==> config.mk <==
export PLATFORM = sky130hd
export DESIGN_NAME = micro_sequencer
export DESIGN_NICKNAME = d
export VERILOG_FILES = /design/src/rtl/micro_sequencer.sv
export SDC_FILE = /design/constraint.sdc
export NUM_CORES = 1
export LEC_CHECK = 0
export CORE_MARGIN = 2
export CORE_UTILIZATION = 25
export DETAILED_ROUTE_END_ITERATION = 16
export SYNTH_ARGS = -nofsm -noshare
export SYNTH_HDL_FRONTEND = slang
export SYNTH_SLANG_ARGS = --single-unit
==> constraint.sdc <==
create_clock -name clk -period 2.5 [get_ports clk]
set_input_delay 0.25 -clock clk [delete_from_list [all_inputs] [get_ports clk]]
set_output_delay 0.25 -clock clk [all_outputs]
set_load 0.05 [all_outputs]
==> src/rtl/micro_sequencer.sv <==
// Microprogram sequencer: produces the registered micro-program counter from
// the current microinstruction's sequencing opcode, the selected branch
// condition and a small LIFO return stack for subroutine call/return.
module micro_sequencer #(
  parameter int AW         = 8,
  parameter int DEPTH      = 4,
  parameter int RESET_ADDR = 0
) (
  input  logic          clk,
  input  logic          reset_n,
  input  logic          stall,
  input  logic [2:0]    seq_op,
  input  logic          cond,
  input  logic [AW-1:0] br_addr,
  input  logic [AW-1:0] map_addr,
  input  logic          clr_err,
  output logic [AW-1:0] upc,
  output logic [4:0]    stk_depth,
  output logic          stk_ovf,
  output logic          stk_unf
);

  localparam int            IW      = (DEPTH > 1) ? $clog2(DEPTH) : 1;
  localparam logic [AW-1:0] RST_UPC = AW'(RESET_ADDR);
  localparam logic [4:0]    DEPTH_V = 5'(DEPTH);

  typedef enum logic [2:0] {
    OP_NEXT     = 3'd0,
    OP_BRANCH   = 3'd1,
    OP_CALL     = 3'd2,
    OP_RET      = 3'd3,
    OP_DISPATCH = 3'd4,
    OP_WAIT     = 3'd5,
    OP_RESTART  = 3'd6,
    OP_RSVD     = 3'd7
  } op_e;

  logic [AW-1:0] r_upc;
  logic [4:0]    r_depth;
  logic          r_ovf;
  logic          r_unf;
  logic [AW-1:0] r_stack [DEPTH];

  op_e           w_op;
  logic [AW-1:0] w_upc_inc;
  logic [AW-1:0] w_upc_nxt;
  logic [AW-1:0] w_top;
  logic [IW-1:0] w_push_idx;
  logic [IW-1:0] w_top_idx;
  logic          w_push;
  logic          w_pop;
  logic          w_clr_depth;
  logic          w_ovf_set;
  logic          w_unf_set;
  logic          w_full;
  logic          w_empty;

  assign w_op       = op_e'(seq_op);
  assign w_upc_inc  = r_upc + AW'(1);
  assign w_full     = (r_depth >= DEPTH_V);
  assign w_empty    = (r_depth == 5'd0);
  assign w_push_idx = IW'(r_depth);
  assign w_top_idx  = IW'(r_depth - 5'd1);
  assign w_top      = r_stack[w_top_idx];

  // Next-address selection and stack/flag event decode for the current opcode.
  always_comb begin
    w_upc_nxt   = w_upc_inc;
    w_push      = 1'b0;
    w_pop       = 1'b0;
    w_clr_depth = 1'b0;
    w_ovf_set   = 1'b0;
    w_unf_set   = 1'b0;
    case (w_op)
      OP_BRANCH: begin
        if (cond) w_upc_nxt = br_addr;
      end
      OP_CALL: begin
        if (cond) begin
          if (!w_full) begin
            w_push    = 1'b1;
            w_upc_nxt = br_addr;
          end else begin
            w_ovf_set = 1'b1;
          end
        end
      end
      OP_RET: begin
        if (cond) begin
          if (!w_empty) begin
            w_pop     = 1'b1;
            w_upc_nxt = w_top;
          end else begin
            w_unf_set = 1'b1;
          end
        end
      end
      OP_DISPATCH: w_upc_nxt = map_addr;
      OP_WAIT: begin
        if (!cond) w_upc_nxt = r_upc;
      end
      OP_RESTART: begin
        w_upc_nxt   = RST_UPC;
        w_clr_depth = 1'b1;
      end
      default: w_upc_nxt = w_upc_inc;
    endcase
  end

  // Sequencer state: upc, stack depth and sticky error flags; stall freezes all.
  always_ff @(posedge clk or negedge reset_n) begin
    if (!reset_n) begin
      r_upc   <= RST_UPC;
      r_depth <= '0;
      r_ovf   <= 1'b0;
      r_unf   <= 1'b0;
    end else if (!stall) begin
      r_upc <= w_upc_nxt;
      if (w_clr_depth)  r_depth <= '0;
      else if (w_push)  r_depth <= r_depth + 5'd1;
      else if (w_pop)   r_depth <= r_depth - 5'd1;
      // set takes priority over a coincident clear
      if (w_ovf_set)    r_ovf <= 1'b1;
      else if (clr_err) r_ovf <= 1'b0;
      if (w_unf_set)    r_unf <= 1'b1;
      else if (clr_err) r_unf <= 1'b0;
    end
  end

  // Return-stack storage; contents need no reset since depth gates every read.
  always_ff @(posedge clk) begin
    if (!stall && w_push) r_stack[w_push_idx] <= w_upc_inc;
  end

  assign upc       = r_upc;
  assign stk_depth = r_depth;
  assign stk_ovf   = r_ovf;
  assign stk_unf   = r_unf;

endmodule

==> results.md <==
* Run status: finished clean
* Overall fraction of global-route tracks in use at 0.1194
* Number of nets still failing antenna checks after routing at 0
* Pin count of the biggest net entering global routing at 16
* Max-cap violation count at 0
* Standard cell core area at 9684 um2
* Fillers at 962
* Clock slew at reported path FFs at 0.09 ns
* Synthesized cell area at 2474 um2
* Fraction of the yosys area taken by sequential cells at 0.5402
* Final Worst Setup Slack at 0.3439 ns
* Distinct cell type count of the synthesized netlist at 53
* CP max FO at 10
* Switching share of power at 0.3927
* Data arrival time of the critical path at 2.35 ns
* Kind of critical path: flop to flop
* Vias at 1813
* Instance area at placement at 3042 um2
* Most common cell after layout, fill and taps aside: sky130_fd_sc_hd__clkdlybuf4s50_1
* Finished Cell Area at 3127 um2
* IO Count at 39
* CTS tree: yes
* Highest ir drop seen on vdd at 0.0002826 V
* Cell count after synthesis at 195
* Placement Setup Slack at 0.2135 ns
* Via count of the first global-routing pass at 1864
* Number of placement rows at 36
* Kind of capture point of the worst setup path: flop
* Total net switching power at 1.044 mW
* Latest clock arrival within the worst-skew pair at 0.30 ns
* Internal Dissipation at 1.614 mW
* Via/cell ratio at 4.848
* Crit start category: flop
* Detailed placement HPWL at 4.385 mm
* Total power consumption of the routed design at 2.658 mW
* Layout cell share with drive strength beyond 1 at 0.1452
* Number of iterations in the first detailed-routing pass at 4
* Logic pwr share at 0.427
* Commonest cells after routing, fill and taps aside: sky130_fd_sc_hd__clkdlybuf4s50_1 (38), sky130_fd_sc_hd__edfxtp_1 (32), sky130_fd_sc_hd__dfrtp_1 (14)
* Final-report setup violation count at 0
* Min Tclk post-route at 2.156 ns
* Share of total power in sequential cells at 0.404
* Setup skew after layout at 0.008523 ns
* Area taken by flip-flops and latches at 1338 um2
* Routed WL at 5.834 mm
* Cell Count, Final, Fillers Out at 374
* Number of resized instances in the post-cts repair step at 0
* Die width at 103.5 um
* # DRC at 0
* Accumulated negative setup slack at 0 ns
* Ys Warns at 0
* Upper clock frequency limit at 463.8 MHz
* Wire length of the first global-routing pass at 9.591 mm
* GPL Wtd Cong at 0.8094
* Clock sink count at 47
* Port Buf Inserts at 38
* Die area at 10710 um2
* Most frequently used flop master after synthesis: sky130_fd_sc_hd__edfxtp_1
* H-tree lvl count at 2
* Antenna cells at 0
* Initial DRC Count at 56
* Syn_area_per_cell at 12.69 um2
* Pins Over Slew Limit at 0
* Max Buffers Root-to-Sink at 2
* Initial antenna violation count at 0
* Final-report hold violation count at 0
* Post-synthesis sequential element count at 47
* Number of cells in the design after placement at 366
* Power per unit of standard cell area at 850.1 nW/um2
* Root buffer cell: sky130_fd_sc_hd__clkbuf_8
* FFs w/ async S/R, synth at 0.3191
* P_leak at 1.083 nW
* Required arrival time at the worst endpoint at 2.69 ns
* Post-detailed-route wirelength per cell at 15.60 um
* Syn Nets at 225
* P&R area growth vs syn at 26.40%
* Multi-input combinational cell area at 1067 um2
* Unrepaired setup endpoints after global routing: false
* TritonCTS buffer count at 5
* Buffer count from post-CTS setup fixing at 0
* Part of the cycle the worst path needs at 0.8624
* Slew @ Worst Pin at 0.7778 ns
* Worst min path class: input pin to async pin
* Initial standard-cell utilization of the core at 0.2554
* Hold buffer count at cts at 0
* Die Ht at 103.5 um
* Proportion of power drawn by the clock network at 0.169
* Number of synthesized flops with an enable pin at 32
* Remaining Overflow, GRT at 0
* Relative slew slack at 0.4799
* Post-layout nets at 270
-- stage by stage --
stage,hold WS [ns],util
finish,0.3996,0.3229
global route,0.4461,0.3229
CTS,0.4201,0.3229
detailed placement,0.4729,0.3141
global placement,0.4662,0.3141
floorplan,-0.04559,-
-- worst max-delay path, cell delays in order, from the launching register on --
cell and delay [ns]:
sky130_fd_sc_hd__dfrtp_1 0.43, sky130_fd_sc_hd__inv_1 0.11, sky130_fd_sc_hd__ha_1 0.52, sky130_fd_sc_hd__mux4_2 0.36, sky130_fd_sc_hd__a221o_1 0.36, sky130_fd_sc_hd__o32a_1 0.28
-- cells in the mapped netlist, types with 2 or more instances --
library cell / count / area (um2)
sky130_fd_sc_hd__a211o_1: 2 / 17.52
sky130_fd_sc_hd__a211oi_1: 2 / 15.01
sky130_fd_sc_hd__a21bo_2: 3 / 30.03
sky130_fd_sc_hd__a21o_1: 5 / 37.54
sky130_fd_sc_hd__a21oi_1: 2 / 10.01
sky130_fd_sc_hd__a221oi_1: 3 / 26.28
sky130_fd_sc_hd__a22o_1: 3 / 26.28
sky130_fd_sc_hd__a31oi_1: 4 / 25.02
sky130_fd_sc_hd__and2_1: 5 / 31.28
sky130_fd_sc_hd__buf_2: 5 / 25.02
sky130_fd_sc_hd__dfrtp_1: 15 / 375.4
sky130_fd_sc_hd__edfxtp_1: 32 / 960.9
sky130_fd_sc_hd__ha_1: 6 / 75.07
sky130_fd_sc_hd__inv_1: 8 / 30.03
sky130_fd_sc_hd__mux4_2: 8 / 180.2
sky130_fd_sc_hd__nand2_1: 12 / 45.04
sky130_fd_sc_hd__nand2b_1: 4 / 25.02
sky130_fd_sc_hd__nand3_1: 7 / 35.03
sky130_fd_sc_hd__nand4_1: 3 / 18.77
sky130_fd_sc_hd__nor2_1: 5 / 18.77
sky130_fd_sc_hd__nor2b_1: 3 / 18.77
sky130_fd_sc_hd__nor3_1: 2 / 10.01
sky130_fd_sc_hd__nor3b_1: 3 / 22.52
sky130_fd_sc_hd__o21ai_0: 10 / 50.05
sky130_fd_sc_hd__o21ai_1: 2 / 10.01
sky130_fd_sc_hd__o31ai_1: 4 / 30.03
sky130_fd_sc_hd__o32a_1: 4 / 40.04
sky130_fd_sc_hd__or3_1: 7 / 43.79
sky130_fd_sc_hd__xnor2_1: 2 / 17.52
-- worst paths after layout --
check / start / to / slack, ns / cells past startpoint
min in group clk: stk_unf$_DFFE_PN0P_ / stk_unf$_DFFE_PN0P_ / 0.49 / 2
hold reg to reg: stk_unf$_DFFE_PN0P_ / stk_unf$_DFFE_PN0P_ / 0.49 / 2
hold / removal: reset_n / stk_ovf$_DFFE_PN0P_ / 0.40 / 1
setup reg to reg: stk_depth[1]$_DFFE_PN0P_ / upc[6]$_DFFE_PN0P_ / 0.34 / 5
setup / recovery: stk_depth[1]$_DFFE_PN0P_ / upc[6]$_DFFE_PN0P_ / 0.34 / 5
max in group asynchronous: reset_n / stk_depth[0]$_DFFE_PN0P_ / 1.56 / 1
-- sequential cells by signal (all words and copies together) (netlist names) --
name       cells
stk_depth      5
upc            8
stk_unf        1
stk_ovf        1
r_stack       32
-- kinds of logic (layout without fill, tap and decap cells) --
group,after synthesis,after routing,synth area share
multiplexers,9,9,0.07688
buffers and inverters,16,62,0.02832
adder cells (fa/ha/maj),6,6,0.03035
flip-flops,47,47,0.5402
AO/OA/AOI/OAI,54,54,0.1684
XOR/XNOR,3,3,0.01062
AND/OR/NAND/NOR,60,60,0.1452
-- power by group through the flow --
| stage | Clock, mW | Sequential (mW) | Combinational [mW] |
|---|---|---|---|
| after detailed placement | 0 | 1.09 | 1.14 |
| after floorplan | 0 | 1.31 | 0.545 |
| after CTS | 0.461 | 1.07 | 1.15 |
| after global routing | 0.501 | 1.09 | 1.24 |
| final | 0.449 | 1.07 | 1.14 |
| after global placement | 0 | 1.09 | 1.14 |
-- final cells by class --
class / instances / share of cell area
Tap cell: 133 / 0.05322
Clock buffer: 6 / 0.02321
Clock inverter: 2 / 0.004002
Timing Repair Buffer: 46 / 0.1409
Multi-Input combinational cell: 132 / 0.3413
Sequential cell: 47 / 0.4278
Inverter: 8 / 0.009604
-- routing by layer --
layer,part of all wire,GRT usage
met1,0.46,0.1574
met2,0.45,0.1806
met3,0.072,0.03562
met4,0.024,0.05567
met5,0,0
Note: power is estimated with default switching activity, not from simulation.
